===== src/rtl/proj_sorter_ctrl_if.sv =====
// Bundle of the item stream, sorter drive/feedback and result handshake around proj_sorter_ctrl.
// The controller sits on the slave side; the surrounding pipeline (or a bench) takes the master side.
interface proj_sorter_ctrl_if #(
    parameter int INDICES_COUNT = 4,
    parameter int INDICE_LEN    = 8,
    parameter int SIGNATURE_LEN = 32,
    parameter int MAX_ITEMS     = 255
);
    localparam int CNT_W = $clog2(MAX_ITEMS + 1);
    localparam int RES_W = INDICES_COUNT * INDICE_LEN;

    logic                     in_valid;
    logic                     out_ready;
    logic [SIGNATURE_LEN-1:0] in_signature;
    logic [INDICE_LEN-1:0]    in_index;
    logic                     in_last;

    logic [SIGNATURE_LEN-1:0] out_sort_signature;
    logic [INDICE_LEN-1:0]    out_sort_index;
    logic                     out_sort_rst_n;
    logic [RES_W-1:0]         in_sort_smallest_idx;

    logic                     out_valid;
    logic                     in_ready;
    logic [RES_W-1:0]         out_indices;
    logic [CNT_W-1:0]         out_count;
    logic                     out_truncated;

    modport slave (
        input  in_valid, in_signature, in_index, in_last,
        input  in_sort_smallest_idx, in_ready,
        output out_ready, out_sort_signature, out_sort_index, out_sort_rst_n,
        output out_valid, out_indices, out_count, out_truncated
    );

    modport master (
        output in_valid, in_signature, in_index, in_last,
        output in_sort_smallest_idx, in_ready,
        input  out_ready, out_sort_signature, out_sort_index, out_sort_rst_n,
        input  out_valid, out_indices, out_count, out_truncated
    );
endinterface


===== src/rtl/proj_sorter_ctrl.sv =====
// Per-document sequencer for the min-K sorter: clear, feed one document, wait out the
// sorter latency, then hold the K smallest indices for the extender until it accepts them.
module proj_sorter_ctrl #(
    // Defaults mirror proj_pkg (SORTER_EXTENDER_INDICES_COUNT, INDICE_LEN, HASHER_SORTER_SIGNATURE).
    parameter int INDICES_COUNT = 4,
    parameter int INDICE_LEN    = 8,
    parameter int SIGNATURE_LEN = 32,
    parameter int SORT_LAT      = 1,
    parameter int MAX_ITEMS     = 255
) (
    input logic            in_clk,
    input logic            in_rst_n,
    proj_sorter_ctrl_if.slave bus
);
    localparam int CNT_W = $clog2(MAX_ITEMS + 1);
    localparam int RES_W = INDICES_COUNT * INDICE_LEN;
    localparam int LAT_W = (SORT_LAT > 1) ? $clog2(SORT_LAT) : 1;

    localparam logic [CNT_W-1:0] LAST_SLOT = CNT_W'(MAX_ITEMS - 1);
    localparam logic [LAT_W-1:0] LAT_INIT  = LAT_W'(SORT_LAT - 1);

    typedef enum logic [1:0] {
        S_CLEAR   = 2'd0,
        S_FILL    = 2'd1,
        S_DRAIN   = 2'd2,
        S_PRESENT = 2'd3
    } state_t;

    state_t             state_q, state_d;
    logic [CNT_W-1:0]   count_q, count_d;
    logic               trunc_q, trunc_d;
    logic [LAT_W-1:0]   lat_q, lat_d;
    logic [RES_W-1:0]   indices_q, indices_d;

    logic               xfer;
    logic               at_max;
    logic               doc_end;

    logic                     ready_o;
    logic                     valid_o;
    logic                     sort_rst_n_o;
    logic [SIGNATURE_LEN-1:0] sort_sig_o;
    logic [INDICE_LEN-1:0]    sort_idx_o;

    assign xfer    = bus.in_valid && (state_q == S_FILL);
    assign at_max  = (count_q == LAST_SLOT);
    assign doc_end = xfer && (bus.in_last || at_max);

    always_ff @(posedge in_clk or negedge in_rst_n) begin
        if (!in_rst_n) begin
            state_q <= S_CLEAR;
        end else begin
            state_q <= state_d;
        end
    end

    always_comb begin
        state_d = state_q;
        case (state_q)
            S_CLEAR:   state_d = S_FILL;
            S_FILL:    if (doc_end) state_d = S_DRAIN;
            S_DRAIN:   if (lat_q == '0) state_d = S_PRESENT;
            S_PRESENT: if (bus.in_ready) state_d = S_CLEAR;
            default:   state_d = S_CLEAR;
        endcase
    end

    always_comb begin
        ready_o      = (state_q == S_FILL);
        valid_o      = (state_q == S_PRESENT);
        sort_rst_n_o = in_rst_n && (state_q != S_CLEAR);
        // Idle cycles push an all-ones signature, which never wins a strict less-than compare.
        sort_sig_o   = xfer ? bus.in_signature : '1;
        sort_idx_o   = xfer ? bus.in_index : '0;
    end

    // Document bookkeeping: item count, truncation flag, drain countdown, captured result.
    always_comb begin
        count_d   = count_q;
        trunc_d   = trunc_q;
        lat_d     = lat_q;
        indices_d = indices_q;
        case (state_q)
            S_CLEAR: begin
                count_d = '0;
                trunc_d = 1'b0;
            end
            S_FILL: begin
                if (xfer) begin
                    count_d = count_q + CNT_W'(1);
                    if (at_max && !bus.in_last) trunc_d = 1'b1;
                    if (doc_end) lat_d = LAT_INIT;
                end
            end
            S_DRAIN: begin
                if (lat_q == '0) indices_d = bus.in_sort_smallest_idx;
                else             lat_d     = lat_q - LAT_W'(1);
            end
            default: ;
        endcase
    end

    always_ff @(posedge in_clk or negedge in_rst_n) begin
        if (!in_rst_n) begin
            count_q   <= '0;
            trunc_q   <= 1'b0;
            lat_q     <= '0;
            indices_q <= '0;
        end else begin
            count_q   <= count_d;
            trunc_q   <= trunc_d;
            lat_q     <= lat_d;
            indices_q <= indices_d;
        end
    end

    assign bus.out_ready          = ready_o;
    assign bus.out_valid          = valid_o;
    assign bus.out_sort_rst_n     = sort_rst_n_o;
    assign bus.out_sort_signature = sort_sig_o;
    assign bus.out_sort_index     = sort_idx_o;
    assign bus.out_indices        = indices_q;
    assign bus.out_count          = count_q;
    assign bus.out_truncated      = trunc_q;
endmodule

===== src/flat_wrapper.sv =====
// flat-port wrapper written by rule: the top's interface ports become plain ports
module proj_sorter_ctrl_flat 
#(
                                                                                                     
    parameter int INDICES_COUNT = 4,
    parameter int INDICE_LEN    = 8,
    parameter int SIGNATURE_LEN = 32,
    parameter int SORT_LAT      = 1,
    parameter int MAX_ITEMS     = 255
)
  (in_clk, in_rst_n, bus_in_valid, bus_in_signature, bus_in_index, bus_in_last, bus_in_sort_smallest_idx, bus_in_ready, bus_out_ready, bus_out_sort_signature, bus_out_sort_index, bus_out_sort_rst_n, bus_out_valid, bus_out_indices, bus_out_count, bus_out_truncated);
  proj_sorter_ctrl_if #(.INDICES_COUNT(INDICES_COUNT), .INDICE_LEN(INDICE_LEN), .SIGNATURE_LEN(SIGNATURE_LEN), .MAX_ITEMS(MAX_ITEMS)) bus_i ();
  input logic in_clk;
  input logic in_rst_n;
  input wire logic [$bits(bus_i.in_valid)-1:0] bus_in_valid;
  input wire logic [$bits(bus_i.in_signature)-1:0] bus_in_signature;
  input wire logic [$bits(bus_i.in_index)-1:0] bus_in_index;
  input wire logic [$bits(bus_i.in_last)-1:0] bus_in_last;
  input wire logic [$bits(bus_i.in_sort_smallest_idx)-1:0] bus_in_sort_smallest_idx;
  input wire logic [$bits(bus_i.in_ready)-1:0] bus_in_ready;
  output wire logic [$bits(bus_i.out_ready)-1:0] bus_out_ready;
  output wire logic [$bits(bus_i.out_sort_signature)-1:0] bus_out_sort_signature;
  output wire logic [$bits(bus_i.out_sort_index)-1:0] bus_out_sort_index;
  output wire logic [$bits(bus_i.out_sort_rst_n)-1:0] bus_out_sort_rst_n;
  output wire logic [$bits(bus_i.out_valid)-1:0] bus_out_valid;
  output wire logic [$bits(bus_i.out_indices)-1:0] bus_out_indices;
  output wire logic [$bits(bus_i.out_count)-1:0] bus_out_count;
  output wire logic [$bits(bus_i.out_truncated)-1:0] bus_out_truncated;
  assign bus_i.in_valid = bus_in_valid;
  assign bus_i.in_signature = bus_in_signature;
  assign bus_i.in_index = bus_in_index;
  assign bus_i.in_last = bus_in_last;
  assign bus_i.in_sort_smallest_idx = bus_in_sort_smallest_idx;
  assign bus_i.in_ready = bus_in_ready;
  assign bus_out_ready = bus_i.out_ready;
  assign bus_out_sort_signature = bus_i.out_sort_signature;
  assign bus_out_sort_index = bus_i.out_sort_index;
  assign bus_out_sort_rst_n = bus_i.out_sort_rst_n;
  assign bus_out_valid = bus_i.out_valid;
  assign bus_out_indices = bus_i.out_indices;
  assign bus_out_count = bus_i.out_count;
  assign bus_out_truncated = bus_i.out_truncated;
  proj_sorter_ctrl #(.INDICES_COUNT(INDICES_COUNT), .INDICE_LEN(INDICE_LEN), .SIGNATURE_LEN(SIGNATURE_LEN), .SORT_LAT(SORT_LAT), .MAX_ITEMS(MAX_ITEMS)) u_core (.in_clk(in_clk), .in_rst_n(in_rst_n), .bus(bus_i));
endmodule

===== config.mk =====
export PLATFORM = sky130hd
export DESIGN_NAME = proj_sorter_ctrl_flat
export DESIGN_NICKNAME = d
export VERILOG_FILES = /design/src/rtl/proj_sorter_ctrl_if.sv /design/src/rtl/proj_sorter_ctrl.sv /design/src/flat_wrapper.sv
export SDC_FILE = /design/constraint.sdc
export NUM_CORES = 1
export LEC_CHECK = 0
export ABC_CLOCK_PERIOD_IN_PS = 1350
export BUFFER_PORTS_ARGS = -buffer_cell sky130_fd_sc_hd__clkbuf_2
export CAP_MARGIN = 20
export CORE_MARGIN = 4
export CORE_UTILIZATION = 36
export DETAILED_ROUTE_END_ITERATION = 6
export GPL_ROUTABILITY_DRIVEN = 0
export PLACE_DENSITY = 0.77
export RECOVER_POWER = 25
export SLEW_MARGIN = 20
export SYNTH_ARGS = -nofsm -noshare
export SYNTH_HDL_FRONTEND = slang
export SYNTH_SLANG_ARGS = --single-unit

===== constraint.sdc =====
create_clock -name in_clk -period 1.35 [get_ports in_clk]
set_input_delay 0.0675 -clock in_clk [delete_from_list [all_inputs] [get_ports in_clk]]
set_output_delay 0.0675 -clock in_clk [all_outputs]
set_load 0.03 [all_outputs]

* After elaboration in Yosys (flattened, before gate mapping)
Cells that the tools add are included.
** Word-level totals
- Output and inout port bits :: 84
- Logic and storage cells :: 47
- Flip-flop bits (word level) :: 44
** Cells by class
- Equal/unequal tests :: 9
- Muxes and demuxes :: 15
- $add $sub $neg :: 2
- Reduce and logical (&&, ||, !) cells :: 15
- Bitwise logic cells :: 1
** Operators with widths (count)
- $mux 32 :: 1
- $mux 8 :: 2
- $pmux 8 s2 :: 1
- $reduce_and 3->1 :: 3
- $add 8x1->8 const B :: 1
- $eq 8x8->1 const B :: 1
- $pmux 2 s4 :: 1
- $mux 2 :: 3
- $ne 2x1->1 const B :: 3
- $reduce_bool 2->1 :: 3
- $mux 1 :: 5
- $eq 2x2->1 const B :: 2
- $logic_and 1x1->1 :: 4
- $ne 2x2->1 const B :: 2
- $pmux 1 s2 :: 2
- $reduce_and 2->1 :: 2
- $eq 2x1->1 const B :: 1
- $logic_not 2->1 :: 1
- $logic_not 1->1 :: 1
- $logic_or 1x1->1 :: 1
- $not 1->1 :: 1
- $sub 1x1->1 const B :: 1

* Logic depth before layout (Yosys ltp)
- Depth after elaboration :: 6
- Depth in mapped cells :: 7
- Gate-level depth less buffers :: 6

* Worst setup path after synthesis
No wires, ideal clock.
- Kind :: flip-flop to output port
- From :: register u_core.state_q[1]
- To :: output bus_out_sort_signature[0]
- Path buffers :: 2
- Data arrival time :: 1799 ps
- Cell stages (with the launch flop) :: 7
- Setup slack :: -517 ps
- Data required time :: 1283 ps
- Path through :: dfrtp_1 inv_1 ha_1 and2_1 clkbuf_2 clkbuf_1 or2b_1
** Between the ends
- Word-level cells in the longest chain between the ends :: 3
** Ends and longest elaborated chain
- start: declaration :: line proj_sorter_ctrl.sv:29 : state_t state_q, state_d;
- start signal: assignment :: line proj_sorter_ctrl.sv:53 : state_q <= state_d;
- $eq 2x1->1
- named net bus_out_ready :: line flat_wrapper.sv:21 : output wire logic [$bits(bus_i.out_ready)-1:0] bus_out_ready;
- $logic_and 1x1->1 :: line proj_sorter_ctrl.sv:45 : assign xfer = bus.in_valid && (state_q == S_FILL);
- $mux 32 :: line proj_sorter_ctrl.sv:73 : sort_sig_o = xfer ? bus.in_signature : '1;
- end: declaration :: line flat_wrapper.sv:22 : output wire logic [$bits(bus_i.out_sort_signature)-1:0] bus_out_sort_signature;
The timed path passes the listed nets, and every way through them passes these cells.

* Worst setup path after layout
- From :: register u_core.state_q[1]
- To :: register u_core.count_q[7], in the netlist u_core.bus.out_count[7]
** Between the ends
- Word-level cells in the longest chain between the ends :: 4
- Elaborated cells on any way between the ends :: 7
- Classes of those cells :: eq/ne: 2; mux: 1; reduce/logical: 4
** Ends and longest elaborated chain
- $eq 2x1->1 :: line proj_sorter_ctrl.sv:45, proj_sorter_ctrl.sv:83
- $logic_and 1x1->1 :: line proj_sorter_ctrl.sv:45
- $ne 2x1->1 (no source line)
- $reduce_and 2->1 (no source line)
- end signal: assignment :: line proj_sorter_ctrl.sv:110 : count_q <= count_d;
- end: declaration :: line proj_sorter_ctrl.sv:30 : logic [CNT_W-1:0] count_q, count_d;
Parallel ways exist; a longest one is shown, timed or not.
A chain may end at the register's enable or synchronous reset.

==> impl_metrics.ini <==
[sta]
setup_violations = 76
fin_crit_ps = 1630
min_period_over_period = 1.21
skew_ps = 7.61
setup_slack_ps = -282
tns_ps = -11620
max-slew-margin-rel = 0.613
worstMarginPinSlew_ps = 581
finalMaxSlewViolations = 0
fmax_ghz = 0.613
timing_hold_violations_final = 0
rsz0062_at_grt = true

[synth]
avgSynthCellArea_um2 = 11.9
yosys_warnings = 0
netlist_instances = 176
syn_area_um2 = 2100
yosysUniqueCellTypes = 30
ys_seq_area_frac = 0.513
synth-seq-cells = 43
syn_nets = 259

[routing]
drt_iter0_drc = 78
ant_nets = 0
dr.pass1.iters = 4
vias_per_cell = 4.91
wl_mm = 9.46
vias = 2330
routedWlPerCell_um = 19.9
drc = 0

[pwr]
p_per_area_nw_per_um2 = 2130
vdd_drop_max_v = 0.00167
p_int_uw = 5590
p_comb_frac = 0.666
power.leakage_uw = 0.00236
p_seq_frac = 0.230
p_clk_frac = 0.104
power_switching_uw = 4080
switching_share = 0.422

[outcome]
violations = setup timing
outcome = finished, violations left

[cells_and_area]
layoutNonFillerInstCount = 475
fin_util = 0.815
diodes = 0
nNetsFinal = 485
final_common_cell = clkbuf_2
mostFrequentLayoutCells = 116 x clkbuf_2, 40 x dfrtp_1, 33 x mux2_4
final_cell_area_um2 = 4550
synthToLayoutAreaGrowth_pct = 117
layout-drive-gt1-share = 0.722

[min_path]
min_path_type = in -> reg

[floorplanning]
boundaryPins = 161
rows = 27
core_um2 = 5570
initial_core_util = 0.376
die_h_um = 84.3
die_area_um2 = 7110
die_x_um = 84.3

[worst_setup_path]
cp_max_fo = 5
crit_required_ps = 1560
crit_path_cell_trace = inv_2 > ha_4 > buf_4 > nand2_1 > nor3_4 > and3_1 > mux2i_1
critPathSlowestCell = dfrtp_1
worstSetupStartpointType = flip-flop
arrival_ps = 1840
crit_family = simple AND/OR/NAND/NOR gates
critPathBufInv = 2
worstSetupPathType = reg -> reg
endpoint_kind = flip-flop
cpPeakStageDelay_ps = 400

[clocking]
htreeDepth = 2
clock_latency_ps = 290
clockBufferDepth = 2
cts.sinks = 43
cts_tree = done
root_buffer = clkbuf_8
cts_made_buffers = 5
clk_pin_slew_ps = 80

[placed_design]
hpwl_mm = 5.02
place_area_um2 = 3250
numPortBuffers = 160
placed_cells = 423

[grt]
grt_overflow = 0
grt_max_degree = 44
antenna_found_initial = 0
track_usage = 0.213
grt_pass1_wl_mm = 12.1
grt_pass1_vias = 2442

[flow_run]
cap_violations = 0
final timing paths:
| kind | end | cells after the start | slack [ps] | from |
|---|---|---|---|---|
| min in group asynchronous | u_core.bus.out_indices[13] | 3 | 560 | in_rst_n |
| max in group asynchronous | u_core.bus.out_count[2] | 3 | 360 | in_rst_n |
| min | u_core.bus.out_indices[8] | 2 | 10 | bus_in_sort_smallest_idx[8] |
| max reg2reg | u_core.bus.out_count[7] | 7 | -280 | u_core.state_q[1] |
| max | u_core.bus.out_count[7] | 7 | -280 | u_core.state_q[1] |
| min reg2reg | u_core.bus.out_truncated | 2 | 500 | u_core.bus.out_truncated |
layout make-up:
class | count | area [um2]
timing repair buffer | 226 | 1880
multi-input combinational | 122 | 1360
sequential | 43 | 1080
fill | 318 | 1030
tap | 72 | 90.1
clock buffer | 5 | 68.8
clock inverter | 3 | 43.8
inverter | 4 | 15.0
power by group through the flow:
stage | sequential [uW] | clock (uW) | combinational (uW)
5_1_grt | 2280 | 1100 | 6710
3_3_place_gp | 2170 | 0 | 4390
2_1_floorplan | 3220 | 0 | 2150
3_5_place_dp | 2190 | 0 | 4490
6_report | 2230 | 1000 | 6430
4_1_cts | 2170 | 1030 | 5220
worst register-to-register path: cells and delay by family, from the launching register on:
kind,cells,cell delay (ps)
buf+inv,2,220
flops,1,400
simple gates,3,560
mux,1,210
fa+ha+maj,1,170
synthesized netlist by cell type:
library cell,count,area [um2]
o21ai_2,1,8.76
dfrtp_1,43,1080
o211ai_1,1,7.51
or2b_1,14,105
clkbuf_2,1,5.00
inv_1,4,15.0
o211ai_2,1,12.5
nand4_1,3,18.8
nand2_1,8,30.0
nand4_2,1,12.5
o21ai_0,5,25.0
a31oi_1,1,6.26
clkbuf_1,5,18.8
nor2_1,4,15.0
and2b_1,1,7.51
nor3_1,1,5.00
mux2_4,1,15.0
xor2_1,1,8.76
ha_1,6,75.1
o31ai_1,1,7.51
mux2i_1,2,20.0
nor2b_1,1,6.26
and2_1,1,6.26
buf_2,4,20.0
and3_1,9,56.3
mux2_2,32,360
o41ai_1,1,8.76
nand2b_1,19,119
xnor2_1,1,8.76
nand3_1,3,15.0
logic make-up (layout without fill, tap and decap cells):
kind of cell | after synthesis | count (layout) | synth area share
buffers and inverters | 14 | 238 | 0.0281
adders and majority gates | 6 | 6 | 0.0358
and+or+nand+nor | 65 | 68 | 0.189
DFF | 43 | 43 | 0.513
muxes | 35 | 35 | 0.189
xor gates and xnor gates | 2 | 2 | 0.00836
AOI/OAI and AO/OA | 11 | 11 | 0.0364
metal layers:
metal,GRT usage,vias to the layer above,part of all wire
li1,-,1049,-
met5,0,-,0
met3,0.0628,21,0.082
met4,0.0921,0,0.031
met2,0.392,136,0.55
met1,0.223,1124,0.34
state kept, by name, summed over array words and instances, names as in the netlist:
| register | count |
|---|---|
| u_core.state_q | 2 |
| u_core.bus.out_indices | 32 |
| u_core.bus.out_truncated | 1 |
| u_core.bus.out_count | 8 |
what timing repair did:
| item | CTS | global route |
|---|---|---|
| setup endpoints to repair | 81 | 86 |
| resized for setup | 93 | 101 |
| gates cloned | 4 | 4 |
| buffers inserted | 6 | 3 |
| hold buffers | 20 | 8 |
| pin swaps | 1 | 5 |
| hold endpoints to repair | 62 | 8 |
stage by stage:
step	power, uW	hold slack, ps	worst slack (ps)
floorplan	5360	-228	-136
global placement	6560	221	-82.0
detailed placement	6680	237	-116
CTS	8420	0.448	-267
global route	10100	0.510	-373
finish	9660	14.3	-282
No activity file was read; power rests on OpenSTA's default activity.
